### config.mk
export PLATFORM = sky130hd
export DESIGN_NAME = lcd_st_fifo_param
export DESIGN_NICKNAME = d
export VERILOG_FILES = /design/src/rtl/lcd_st_fifo_param.sv
export SDC_FILE = /design/constraint.sdc
export NUM_CORES = 1
export LEC_CHECK = 0
export ABC_AREA = 1
export CAP_MARGIN = 20
export CORE_MARGIN = 1
export CORE_UTILIZATION = 60
export CTS_CLUSTER_DIAMETER = 30
export DETAILED_ROUTE_END_ITERATION = 10
export DONT_BUFFER_PORTS = 1
export HOLD_SLACK_MARGIN = 0.12
export PLACE_DENSITY = 0.77
export SLEW_MARGIN = 25
export SYNTH_ARGS = -nofsm -noshare
export SYNTH_HDL_FRONTEND = slang
export SYNTH_SLANG_ARGS = --single-unit
### constraint.sdc
create_clock -name clk -period 6.9 [get_ports clk]
set_clock_uncertainty 0.15 [all_clocks]
set_input_delay 0.69 -clock clk [delete_from_list [all_inputs] [get_ports clk]]
set_output_delay 0.69 -clock clk [all_outputs]
set_load 0.01 [all_outputs]
### src/rtl/lcd_st_fifo_param.sv
// Avalon-ST FIFO with SOP/EOP sideband, fill thresholds, synchronous flush and
// optional store-and-forward release with oversize-packet bypass.
module lcd_st_fifo_param #(
    parameter int DATA_WIDTH      = 69,
    parameter int DEPTH           = 8,
    parameter int ADDR_WIDTH      = 3,
    parameter int ALMOST_FULL_TH  = DEPTH - 2,
    parameter int ALMOST_EMPTY_TH = 2,
    parameter int PACKET_MODE     = 0
) (
    input  logic                  clk,
    input  logic                  reset_n,
    input  logic                  clear,
    output logic                  in_ready,
    input  logic                  in_valid,
    input  logic [DATA_WIDTH-1:0] in_data,
    input  logic                  in_startofpacket,
    input  logic                  in_endofpacket,
    input  logic                  out_ready,
    output logic                  out_valid,
    output logic [DATA_WIDTH-1:0] out_data,
    output logic                  out_startofpacket,
    output logic                  out_endofpacket,
    output logic [ADDR_WIDTH:0]   fill_level,
    output logic                  almost_full,
    output logic                  almost_empty,
    output logic [ADDR_WIDTH:0]   pkt_count,
    output logic                  oversize
);

    localparam int                  WORD_W     = DATA_WIDTH + 2;
    localparam logic [ADDR_WIDTH:0] LP_DEPTH   = (ADDR_WIDTH+1)'(DEPTH);
    localparam logic [ADDR_WIDTH:0] LP_AF      = (ADDR_WIDTH+1)'(ALMOST_FULL_TH);
    localparam logic [ADDR_WIDTH:0] LP_AE      = (ADDR_WIDTH+1)'(ALMOST_EMPTY_TH);
    localparam logic [ADDR_WIDTH:0] LP_CNT_ONE = (ADDR_WIDTH+1)'(1);
    localparam logic [ADDR_WIDTH-1:0] LP_PTR_ONE = ADDR_WIDTH'(1);
    localparam logic                LP_PKT     = (PACKET_MODE != 0);

    logic [WORD_W-1:0]     r_mem [DEPTH];
    logic [ADDR_WIDTH-1:0] r_wr_ptr;
    logic [ADDR_WIDTH-1:0] r_rd_ptr;
    logic [ADDR_WIDTH:0]   r_fill;
    logic [ADDR_WIDTH:0]   r_pkt;
    logic                  r_head_vld;
    logic [DATA_WIDTH-1:0] r_head_data;
    logic                  r_head_sop;
    logic                  r_head_eop;
    logic                  r_bypass;
    logic                  r_oversize;
    logic                  r_run;

    logic                  w_acc;
    logic                  w_con;
    logic                  w_release;
    logic                  w_deadlock;
    logic [ADDR_WIDTH:0]   w_unf;
    logic                  w_load_mem;
    logic                  w_load_in;
    logic                  w_load;
    logic [WORD_W-1:0]     w_in_word;
    logic [WORD_W-1:0]     w_head_next;

    assign in_ready  = r_run && (r_fill != LP_DEPTH) && !clear;
    assign w_release = !LP_PKT || (r_pkt != '0) || r_bypass;
    assign out_valid = r_head_vld && w_release;

    assign w_acc = in_valid && in_ready;
    assign w_con = out_valid && out_ready && !clear;

    // Words in memory not yet copied into the head register.
    assign w_unf = r_fill - {{ADDR_WIDTH{1'b0}}, r_head_vld};

    // Refill from memory when the head is empty or leaving; if memory is
    // drained while a beat is consumed, take the incoming beat straight into
    // the head so a steady 1-in/1-out stream at fill 1 has no bubble.
    assign w_load_mem  = (w_unf != '0) && (!r_head_vld || w_con);
    assign w_load_in   = (w_unf == '0) && r_head_vld && w_con && w_acc;
    assign w_load      = w_load_mem || w_load_in;
    assign w_in_word   = {in_startofpacket, in_endofpacket, in_data};
    assign w_head_next = w_load_in ? w_in_word : r_mem[r_rd_ptr];

    // Full with no complete packet can never release in store-and-forward.
    assign w_deadlock = LP_PKT && (r_fill == LP_DEPTH) && (r_pkt == '0);

    always_ff @(posedge clk) begin
        if (w_acc)
            r_mem[r_wr_ptr] <= w_in_word;
    end

    always_ff @(posedge clk or negedge reset_n) begin
        if (!reset_n) begin
            r_wr_ptr    <= '0;
            r_rd_ptr    <= '0;
            r_fill      <= '0;
            r_pkt       <= '0;
            r_head_vld  <= 1'b0;
            r_head_data <= '0;
            r_head_sop  <= 1'b0;
            r_head_eop  <= 1'b0;
            r_bypass    <= 1'b0;
            r_oversize  <= 1'b0;
            r_run       <= 1'b0;
        end else begin
            r_run <= 1'b1;
            if (clear) begin
                r_wr_ptr   <= '0;
                r_rd_ptr   <= '0;
                r_fill     <= '0;
                r_pkt      <= '0;
                r_head_vld <= 1'b0;
                r_bypass   <= 1'b0;
                r_oversize <= 1'b0;
            end else begin
                if (w_acc)
                    r_wr_ptr <= r_wr_ptr + LP_PTR_ONE;

                if (w_load) begin
                    r_rd_ptr   <= r_rd_ptr + LP_PTR_ONE;
                    r_head_vld <= 1'b1;
                    {r_head_sop, r_head_eop, r_head_data} <= w_head_next;
                end else if (w_con) begin
                    r_head_vld <= 1'b0;
                end

                case ({w_acc, w_con})
                    2'b10:   r_fill <= r_fill + LP_CNT_ONE;
                    2'b01:   r_fill <= r_fill - LP_CNT_ONE;
                    default: r_fill <= r_fill;
                endcase

                case ({w_acc && in_endofpacket, w_con && r_head_eop})
                    2'b10:   r_pkt <= r_pkt + LP_CNT_ONE;
                    2'b01:   r_pkt <= r_pkt - LP_CNT_ONE;
                    default: r_pkt <= r_pkt;
                endcase

                if (w_con && r_head_eop)
                    r_bypass <= 1'b0;
                else if (w_deadlock)
                    r_bypass <= 1'b1;

                if (w_deadlock)
                    r_oversize <= 1'b1;
            end
        end
    end

    assign out_data          = r_head_data;
    assign out_startofpacket = r_head_sop;
    assign out_endofpacket   = r_head_eop;
    assign fill_level        = r_fill;
    assign pkt_count         = r_pkt;
    assign almost_full       = (r_fill >= LP_AF);
    assign almost_empty      = (r_fill <= LP_AE);
    assign oversize          = r_oversize;

endmodule

After elaboration in Yosys (flattened, before gate mapping). Memory sizes are Yosys's and may differ from the RTL's. Cells that the tools add are included.

Register bits after elaboration: 87. Bits in writable memories: 568. Memories kept: 1. Bits of input ports: 76. Word-level logic and storage cells: 62.

$add $sub $neg: 7. Equality and inequality tests: 5. Reductions and logical operators: 23. Order comparisons: 2. Multiplexer cells: 14. Bitwise operators: 1.

Memory list: r_mem (depth 8, bits a word 71, rd ports 1, clocked after Yosys merged registers in 0, wr ports 1, line 39) `logic [WORD_W-1:0] r_mem [DEPTH];`.

Operators by type and width (number): $mux W71 (1); $pmux W4 S2 (2); $mux W3 (4); $logic_and A1 B1 Y1 (11); $reduce_bool A3 Y1 (3); $add A4 B1 Y4 const B (2); $mux W4 (2); $sub A4 B1 Y4 const B (2); $add A3 B1 Y3 const B (2); $mux W1 (5); $eq A2 B1 Y1 const B (2); $eq A2 B2 Y1 const B (2); $ge A4 B3 Y1 const B (1); $le A4 B2 Y1 const B (1); $logic_not A4 Y1 (1); $ne A4 B4 Y1 const B (1); $reduce_bool A2 Y1 (2); $reduce_bool A4 Y1 (1); $sub A4 B1 Y4 (1); $logic_not A1 Y1 (2); $logic_or A1 B1 Y1 (2); $reduce_and A2 Y1 (1); $not A1 Y1 (1).

Depth between registers and ports, before layout. Gate-level depths: netlist of the first run.

Depth after elaboration: 8. Gate-level depth with buffers: 14.

Least setup slack after synthesis of the first run. OpenSTA, ideal clock, no wires.

Kind: input to register. Start point: input port clear. End point: memory r_mem[0][0] in the netlist's numbering (enable). Stages on the path: 7. Path buffers: 2. Data arrival time: 4.556 ns. Data required time: 6.249 ns. Slack: 1.694 ns. Setup time: 0.501 ns. Cells stage by stage: nor2_1 nand3_1 inv_2 buf_2 buf_2 nand2_1 nor2_1.

Word-level cells in the longest chain between the ends: 5.

RTL lines: from (decl) (line 13) `input logic clear,`; $logic_not A1 Y1 (line 63) `assign in_ready = r_run && (r_fill != LP_DEPTH) && !clear;`; $logic_and A1 B1 Y1 (line 63); $logic_and A1 B1 Y1 (line 67) `assign w_acc = in_valid && in_ready;`; $mux W1 (line 86) `if (w_acc)`; $mux W1 (implied by the code) (line 87) `r_mem[r_wr_ptr] <= w_in_word;`; to (decl) (line 39).

No other way between the ends.

Worst setup path in the final report of the first run.
Start point: register r_fill[3], in the netlist fill_level[3]. End point: memory r_mem[5][1] in the netlist's numbering (enable).

Word-level cells in the longest chain between the ends: 6.

RTL lines: from (decl) (line 42) `logic [ADDR_WIDTH:0] r_fill;`; from (signal assigned) (line 126) `2'b10: r_fill <= r_fill + LP_CNT_ONE;`; from (signal assigned) (line 127) `2'b01: r_fill <= r_fill - LP_CNT_ONE;`; from (signal assigned) (line 128) `default: r_fill <= r_fill;`; $ne A4 B4 Y1 (line 63); $logic_and A1 B1 Y1 (2 in a row) (line 63); $logic_and A1 B1 Y1 (line 67); $mux W1 (line 86); $mux W1 (implied by the code) (line 87).

No other way between the ends.

==> impl_metrics.csv, run 1 <==
group,metric,value,unit
sta,setup_tns,0,ns
die,rows,76,
clocking,cts_buffers,113,
logic_synthesis,synthCells,2156,
clocking,clk_pin_slew,0.05,ns
layout,fin_util,73.2,%
route,drt_iter0_markers,2161,
route,drt_drc_violations_left,0,
clocking,htree_levels,3,
die,dieArea,44600,um^2
logic_synthesis,yosys_warnings,0,
logic_synthesis,synth_top_area_share,64.9,%
sta,setup_slack,2.86,ns
logic_synthesis,synth_area_leader_cell,"edfxtp_1",
critical_path,startpoint_type,"flip-flop",
die,io-pin-count,160,
min_path,min_path_type,"primary input to flip-flop",
logic_synthesis,async_flop_share,13.3,%
logic_synthesis,synthesis.area_per_instance,12.2,um^2
global_routing,antenna_found_initial,1,
pwr,peakVddDrop,252,uV
outcome,status,"completed",
die,die_w,211,um
global_routing,grt_pass1_vias,18200,
global_routing,grt_usage,29.2,%
logic_synthesis,synth-edff-count,568,
clocking,cts_setup_buffers,0,
job,cap_violations,0,
pwr,power,13.8,mW
logic_synthesis,syn_nets,2239,
placement,place_ws,2.69,ns
logic_synthesis,yosysMostFrequentCell,"edfxtp_1",
route,vias,17974,
sta,rsz0062_at_grt,"false",
logic_synthesis,synth_cell_type_count,27,
route,routed_via_density,6.17,
sta,fin_crit_sh,58.5,%
critical_path,crit_fanout,75,
placement,port_buffers,0,
logic_synthesis,synthTopCellsByArea,"edfxtp_1, dfrtp_1, o21ai_0",
route,routed_wl,64200,um
critical_path,cp_data_arrival_time,4.17,ns
clocking,root_buffer,"clkbuf_16",
logic_synthesis,synth.ff_latch_count,655,
clocking,cts.sinks,655,
critical_path,endpoint_kind,"flip-flop",
sta,finalHoldViolCount,0,
clocking,tritoncts,"built",
route,drt_pre_antenna_iters,6,
logic_synthesis,synth_ff_type,"edfxtp_1",
route,ant_nets,0,
sta,slew_headroom,29.9,%
die,die_y,211,um
critical_path,crit_type,"flip-flop to flip-flop",
layout,multi_input_area,6320,um^2
critical_path,crit_required,7.03,ns
layout,drive_above_1_share,10.7,%
critical_path,r2r_cells,9,
layout,antenna_cells,0,
die,core-area,43200,um^2
layout,nNetsFinal,2308,
sta,setup-violations-final,0,
global_routing,grt_overflow,0,
pwr,p_leak,11.2,nW
pwr,cellPowerDensity,437,nW/um^2
logic_synthesis,ys_seq_area_share,73.2,%
logic_synthesis,synth_common_cells,"edfxtp_1, nand2_1, nor2_1",
layout,syn_to_final_growth,20.2,%
layout,n_fill_cell,2620,
route,wl_per_cell,22.1,um
sta,worst_pin_slew,1.05,ns
clocking,clockBufferDepth,3,
placement,hpwl,30900,um
sta,period_needed,4.04,ns
global_routing,grt_max_degree,123,
logic_synthesis,synth_area,26300,um^2
clocking,clock_latency,0.69,ns
sta,fmax,248,MHz
global_routing,grt_pass1_wl,99500,um
min_path,worstHoldPathCells,3,
die,initial_core_util,60.9,%
layout,seqCellArea,19200,um^2
placement,place.gp.congestion,0.822,
sta,maxSlewViolCount,0,
registers in the layout (all words and copies together) (netlist names):
register and count:
out_startofpacket 1, out_endofpacket 1, out_data 69, r_wr_ptr 3
r_run 1, pkt_count 4, r_rd_ptr 3, fill_level 4
out_valid 1, r_mem 568
critical path: stages (launching register included):
cell and delay (ns):
dfrtp_1 0.47, inv_2 0.09, nor2_1 0.04, nand2_1 0.11, nand3_1 0.16, inv_2 0.12
buf_4 0.77, nand2_1 0.47, nor2_4 0.69, buf_4 0.56
cell usage in the layout (no fill, tap or decap), types with 5 or more instances in the layout:
master         Yosys  final
bufinv_16          0     21
clkbuf_1          85     12
clkinvlp_4         0     14
nand2_1          334    334
edfxtp_1         568    568
buf_4             10     20
clkinv_4           0     15
o22ai_1          142    142
clkbuf_8           0      6
ha_1               7      7
o21ai_0          289    289
dlygate4sd3_1      0     75
o21a_1            71     71
inv_6              0     16
inv_1             27     26
nand3_1          152    152
nor2_1           301    293
a21oi_1            5      5
o21ai_1            8      8
clkinv_2           0     12
dfrtp_1           87     84
nor2_4             1      9
clkbuf_16          0    113
through the flow:
step / hold WS (ns) / cells / cell area [um^2]
floorplan: 0.244 / 2156 / 26300
global placement: 0.247 / 2619 / 26600
detailed placement: 0.248 / 2619 / 26600
CTS: 0.122 / 2911 / 31600
global route: 0.148 / 2911 / 31600
finish: 0.134 / 2911 / 31600
layer usage:
layer	vias to the layer above	track usage, %	wire, um
met5	-	0	0
met2	958	48.9	32300
met3	143	5.50	5530
met1	8882	37.5	24600
met4	0	12.8	1850
li1	7991	-	-
kinds of logic (layout without fill, tap and decap cells):
| logic type | Yosys count | count (layout) | synth area share, % |
|---|---|---|---|
| DFF | 655 | 655 | 73.2 |
| other | 2 | 2 | 0.0286 |
| adders and majority gates | 7 | 7 | 0.333 |
| AOI/OAI and AO/OA | 516 | 516 | 11.2 |
| buffers and inverters | 179 | 349 | 3.01 |
| xor gates and xnor gates | 2 | 2 | 0.0667 |
| and+or+nand+nor | 795 | 795 | 12.2 |
report_power, final:
group	internal, mW	leakage [nW]	switching [mW]
clock	3.91	1.98	2.06
combinational	0.949	3.16	1.88
sequential	4.58	6.10	0.406
total	9.44	11.2	4.35
final timing paths:
check / slack, ns / to / startpoint
worst max-delay path: 2.86 / r_mem[5][1]$_DFFE_PP_ / fill_level[3]$_DFFE_PN0P_
worst min-delay path: 0.13 / out_data[33]$_DFFE_PN0P_ / in_data[33]
worst max register to register: 2.86 / r_mem[5][1]$_DFFE_PP_ / fill_level[3]$_DFFE_PN0P_
worst min register to register: 0.40 / out_data[59]$_DFFE_PN0P_ / out_data[59]$_DFFE_PN0P_
max in group asynchronous: 5.69 / r_rd_ptr[1]$_DFFE_PN0P_ / reset_n
min in group asynchronous: 0.46 / out_data[23]$_DFFE_PN0P_ / reset_n
area by class of cell:
| type | count | area share [%] |
|---|---|---|
| Clock inverter | 85 | 3.78 |
| Sequential cell | 655 | 60.9 |
| Multi-Input combinational cell | 1322 | 20.0 |
| Inverter | 33 | 0.428 |
| Timing Repair Buffer | 100 | 3.17 |
| Tap cell | 585 | 2.32 |
| Clock buffer | 131 | 9.36 |
timing repair:
action                    4_1_cts  5_1_grt
resized for setup               0        0
hold endpoints to repair      670        0
hold buffers                   76        0
Note: power is estimated with default switching activity, not from simulation.
==> inputs of run 2 (changes only) <==
Clock period 6.9 ns to 4.2 ns, I/O delays scaled along.
==> run 2 against run 1 <==
  * Global-route usage increased by 0.13 points
  * Final cell count increased by 0.34%
  * Clock power increased by 64%
  * Highest routed layer is now met5
  * Via count up 0.38%
  * Hold slack better by 0.044 ns
  * Register-to-register slack got worse by 1.6 ns
==> impl_metrics.csv, run 2 (synthesized netlist as in run 1, its figures left out) <==
group,metric,value,unit
die,die_w,211,um
global_routing,grt_overflow,0,
clocking,cts_setup_buffers,0,
layout,largest_reg_flops,568,
critical_path,critPathTopFamily,"buffers and inverters",
pwr,peakVddDrop,489,uV
die,die_y,211,um
clocking,clockBufferDepth,3,
layout,drive_above_1_share,10.3,%
critical_path,critPathMostFrequentCell,"nand3_1",
sta,fmax,337,MHz
critical_path,reg2reg_slack,1.23,ns
placement,hpwl,29700,um
die,initial_core_util,60.9,%
clocking,clk_pin_slew,0.05,ns
clocking,clock_latency,0.65,ns
layout,nNetsFinal,2314,
clocking,root_buffer,"clkbuf_16",
clocking,cts_buffers,113,
route,vias,18042,
outcome,status,"completed",
sta,setup-violations-final,0,
route,drt_drc_violations_left,0,
min_path,min_path_type,"primary input to flip-flop",
global_routing,grt_pass1_vias,18191,
route,routed_via_density,6.18,
min_path,min_to,"pkt_count[3]$_DFFE_PN0P_",
route,wl_per_cell,22.2,um
critical_path,crit_required,4.61,ns
critical_path,crit_start,"fill_level[0]$_DFFE_PN0P_",
critical_path,startpoint_type,"flip-flop",
critical_path,r2r_start,"fill_level[0]$_DFFE_PN0P_",
job,cap_violations,0,
die,rows,76,
die,dieArea,44600,um^2
layout,design_area,31700,um^2
sta,fin_hold_ws,0.179,ns
pwr,cellPowerDensity,717,nW/um^2
critical_path,crit_fanout,71,
critical_path,max_stage_delay,0.77,ns
pwr,power,22.8,mW
placement,place_ws,1.38,ns
clocking,cts.sinks,655,
critical_path,reg2reg_to,"out_data[61]$_DFFE_PN0P_",
die,io-pin-count,160,
route,ant_nets,0,
layout,stdcell_count,2921,
layout,final_common_cell,"edfxtp_1",
sta,maxSlewViolCount,0,
layout,fin_util,73.5,%
sta,slew_headroom,25.1,%
clocking,cts_resized,0,
critical_path,r2r_cells,9,
clocking,htree_levels,3,
global_routing,grt_usage,29.4,%
critical_path,cp_data_arrival_time,3.38,ns
critical_path,crit_type,"flip-flop to flip-flop",
sta,setup_tns,0,ns
placement,port_buffers,0,
placement,dp.cells,2622,
clocking,tritoncts,"built",
placement,placedInstanceArea,26800,um^2
min_path,worstHoldPathCells,6,
layout,final_cell_mix,"edfxtp_1, nand2_1, nor2_1",
sta,rsz0062_at_grt,"false",
critical_path,slowest_stage,"buf_4",
critical_path,path_cells,"inv_1 -> ha_1 -> xnor2_1 -> nand3_1 -> nor2_4 -> buf_4 -> nand3_1 -> nand3_1 -> o21a_1",
pwr,p_leak,11.3,nW
layout,regMostFlops,"r_mem",
min_path,hp-start,"in_valid",
critical_path,endpoint_kind,"flip-flop",
sta,fin_crit_sh,70.6,%
layout,syn_to_final_growth,20.7,%
global_routing,antenna_found_initial,9,
route,drt_pre_antenna_iters,6,
global_routing,grt_pass1_wl,99400,um
die,core-area,43200,um^2
placement,place.gp.congestion,0.816,
critical_path,crit_buf_inv,2,
clocking,cts_hold_buf,78,
global_routing,grt_max_degree,286,
sta,setup_slack,1.23,ns
sta,finalHoldViolCount,0,
sta,period_needed,2.97,ns
sta,worst_pin_slew,1.12,ns
route,drt_iter0_markers,1919,
route,routed_wl,64700,um
run 2: cell types whose count changed in the layout (fill, tap and decap cells not counted), sizes merged, moves of 3 or more:
| cell | before | now |
|---|---|---|
| inv | 50 | 44 |
| clkinv | 33 | 30 |
| clkbuf | 131 | 139 |
| buf | 25 | 29 |
| diode | 0 | 6 |
| clkinvlp | 14 | 11 |
run 2: power by group:
part / total (mW) / internal, mW / switching, mW / leakage [nW]
Combinational: 4.81 / 1.64 / 3.16 / 3.22
Sequential: 8.16 / 7.53 / 0.632 / 6.10
Clock: 9.78 / 6.56 / 3.23 / 1.98
Total: 22.8 / 15.7 / 7.02 / 11.3
run 2: worst max path at each step:
stage / slack (ns) / depth (start not counted) / end
final: 1.23 / 9 / out_data[61]$_DFFE_PN0P_
after global routing: 1.13 / 12 / out_data[64]$_DFFE_PN0P_
after CTS: 1.32 / 9 / out_data[61]$_DFFE_PN0P_
after detailed placement: 1.38 / 8 / r_mem[4][1]$_DFFE_PP_
after global placement: 1.43 / 8 / r_mem[0][16]$_DFFE_PP_
after floorplan: -0.78 / 9 / r_mem[0][0]$_DFFE_PP_
run 2: routing by layer:
layer / wire [um] / global-route usage (%)
met1: 24300 / 37.3
met2: 32300 / 48.9
met3: 6010 / 5.67
met4: 2120 / 14.1
met5: 43 / 0
run 2: final cells by class:
class | count | area, um^2
inverter | 33 | 134
tap | 585 | 732
clock inverter | 75 | 1080
multi-input combinational | 1322 | 6320
antenna | 6 | 15.0
timing repair buffer | 106 | 1170
sequential | 655 | 19200
fill | 2666 | 11400
clock buffer | 139 | 3030
run 2: worst register-to-register path, stage by stage, from the launching register on:
cell,delay [ns]
dfrtp_1,0.49
inv_1,0.13
ha_1,0.22
xnor2_1,0.18
nand3_1,0.18
nor2_4,0.17
buf_4,0.77
nand3_1,0.30
nand3_1,0.15
o21a_1,0.17
==> inputs of run 3 (changes only) <==
Clock period 4.2 ns to 3.1 ns, I/O delays scaled along.
==> run 3 against run 2 <==
  * Final cell count increased by 0.82%
  * Critical path depth up 3
  * Hold slack got worse by 0.044 ns
  * Non-clock buffer count up 15
  * Cell area rose by 1.2%
  * Register-to-register slack got worse by 0.84 ns
  * Setup slack worse by 0.84 ns
  * Flip-flop and latch count did not move
  * Via count increased by 1.3%
  * Global-route usage increased by 0.48 points
  * Maximum frequency increased by 9.8%
  * Largest cell class unchanged
==> impl_metrics.csv, run 3 (synthesized netlist as in run 1, its figures left out) <==
group,metric,value,unit
layout,final_cell_mix,"edfxtp_1, nand2_1, nor2_1",
global_routing,grt_max_degree,145,
layout,syn_to_final_growth,22.2,%
route,wl_per_cell,22.4,um
pwr,p_leak,11.5,nW
clocking,clockBufferDepth,3,
placement,dp.cells,2639,
sta,setup-violations-final,0,
layout,regMostFlops,"r_mem",
clocking,htree_levels,3,
global_routing,grt_pass1_vias,18158,
die,die_y,211,um
sta,finalHoldViolCount,0,
sta,setup_tns,0,ns
job,cap_violations,0,
route,drt_pre_antenna_iters,6,
layout,fin_util,74.4,%
route,drt_iter0_markers,2292,
die,core-area,43200,um^2
layout,largest_reg_flops,568,
critical_path,crit_type,"flip-flop to flip-flop",
die,die_w,211,um
clocking,root_buffer,"clkbuf_16",
critical_path,crit_fanout,53,
die,io-pin-count,160,
clocking,clk_pin_slew,0.05,ns
route,vias,18268,
route,routed_wl,66100,um
layout,stdcell_count,2945,
clocking,cts.sinks,655,
global_routing,antenna_found_initial,3,
critical_path,endpoint_kind,"flip-flop",
route,routed_via_density,6.20,
global_routing,grt_overflow,0,
layout,drive_above_1_share,11.8,%
sta,rsz0062_at_grt,"false",
placement,port_buffers,0,
route,drt_drc_violations_left,0,
placement,place.gp.congestion,0.848,
global_routing,grt_usage,29.8,%
pwr,cellPowerDensity,973,nW/um^2
layout,final_common_cell,"edfxtp_1",
sta,period_needed,2.70,ns
clocking,clock_latency,0.66,ns
sta,slew_headroom,55.2,%
pwr,peakVddDrop,639,uV
die,initial_core_util,60.9,%
global_routing,grt_pass1_wl,101000,um
critical_path,startpoint_type,"flip-flop",
sta,fin_hold_ws,0.135,ns
placement,hpwl,31600,um
die,rows,76,
critical_path,crit_required,3.48,ns
critical_path,cp_data_arrival_time,3.08,ns
sta,fin_crit_sh,87.2,%
min_path,min_path_type,"primary input to async pin",
die,dieArea,44600,um^2
clocking,cts_buffers,119,
clocking,tritoncts,"built",
layout,nNetsFinal,2335,
pwr,power,31.2,mW
sta,worst_pin_slew,0.673,ns
sta,maxSlewViolCount,0,
route,ant_nets,0,
outcome,status,"completed",
sta,fmax,370,MHz
==> run 3: cell count changes in the layout (fill, tap and decap cells not counted), moves of 4 or more <==
cell / delta
buf_4: +6
clkinv_2: +9
buf_12: +11
clkinvlp_4: +5
clkbuf_16: +7
clkbuf_1: -10
clkinv_4: +4
bufinv_16: -4
==> run 3: path summary, 6_finish.rpt <==
path                       slack (ns)  depth (start not counted)                 startpoint                        to
min                              0.13                          2                    reset_n  out_data[20]$_DFFE_PN0P_
min in group clk                 0.20                          2                      clear     out_valid$_DFFE_PN0P_
min reg2reg                      0.40                          1   out_data[57]$_DFFE_PN0P_  out_data[57]$_DFFE_PN0P_
max reg2reg                      0.40                         12  fill_level[0]$_DFFE_PN0P_  out_data[40]$_DFFE_PN0P_
max                              0.40                         12  fill_level[0]$_DFFE_PN0P_  out_data[40]$_DFFE_PN0P_
max in group asynchronous        2.23                          2                    reset_n   r_rd_ptr[1]$_DFFE_PN0P_
==> run 3: metrics by stage <==
stage,worst slack [ns],area [um^2]
floorplan,-0.733,26300
global placement,0.553,27000
detailed placement,0.485,27000
CTS,0.447,32100
global route,0.233,32100
finish,0.397,32100
==> run 3: repair_timing <==
action / in CTS / in global routing
buffers inserted: 0 / 0
hold buffers: 77 / 0
endpoints found under the hold margin: 741 / 0
gates resized for setup: 0 / 0
==> run 3: cell type report <==
class,instances,area [um^2]
Tap cell,585,732
Timing Repair Buffer,121,1390
Sequential cell,655,19200
Clock buffer,139,3210
Multi-Input combinational cell,1322,6320
Antenna cell,3,7.51
Clock inverter,87,1080
Inverter,33,133
Fill cell,2547,11100
==> run 3: routing by layer <==
metal  GRT usage (%)  vias up  part of all wire, %
li1                -     8051                    -
met1            38.6     8994                   38
met4            13.1        0                  3.1
met2            49.5     1039                   51
met5               0        -                    0
met3            5.67      184                  8.5
==> run 3: where the power goes <==
part | internal (mW) | switching (mW) | leakage (nW) | total [mW]
clock | 9.00 | 4.47 | 2.06 | 13.5
combinational | 2.36 | 4.51 | 3.34 | 6.87
sequential | 10.2 | 0.690 | 6.10 | 10.9
==> run 3: critical path: stages (launching register included) <==
cell and delay (ns):
dfrtp_1 0.46, inv_1 0.12, ha_1 0.20, xnor2_1 0.14
nand3_1 0.16, nor2_4 0.18, nand2_4 0.07, nand2_1 0.08
nand2_1 0.10, inv_4 0.27, buf_12 0.31, nand3_1 0.16
o21a_1 0.16
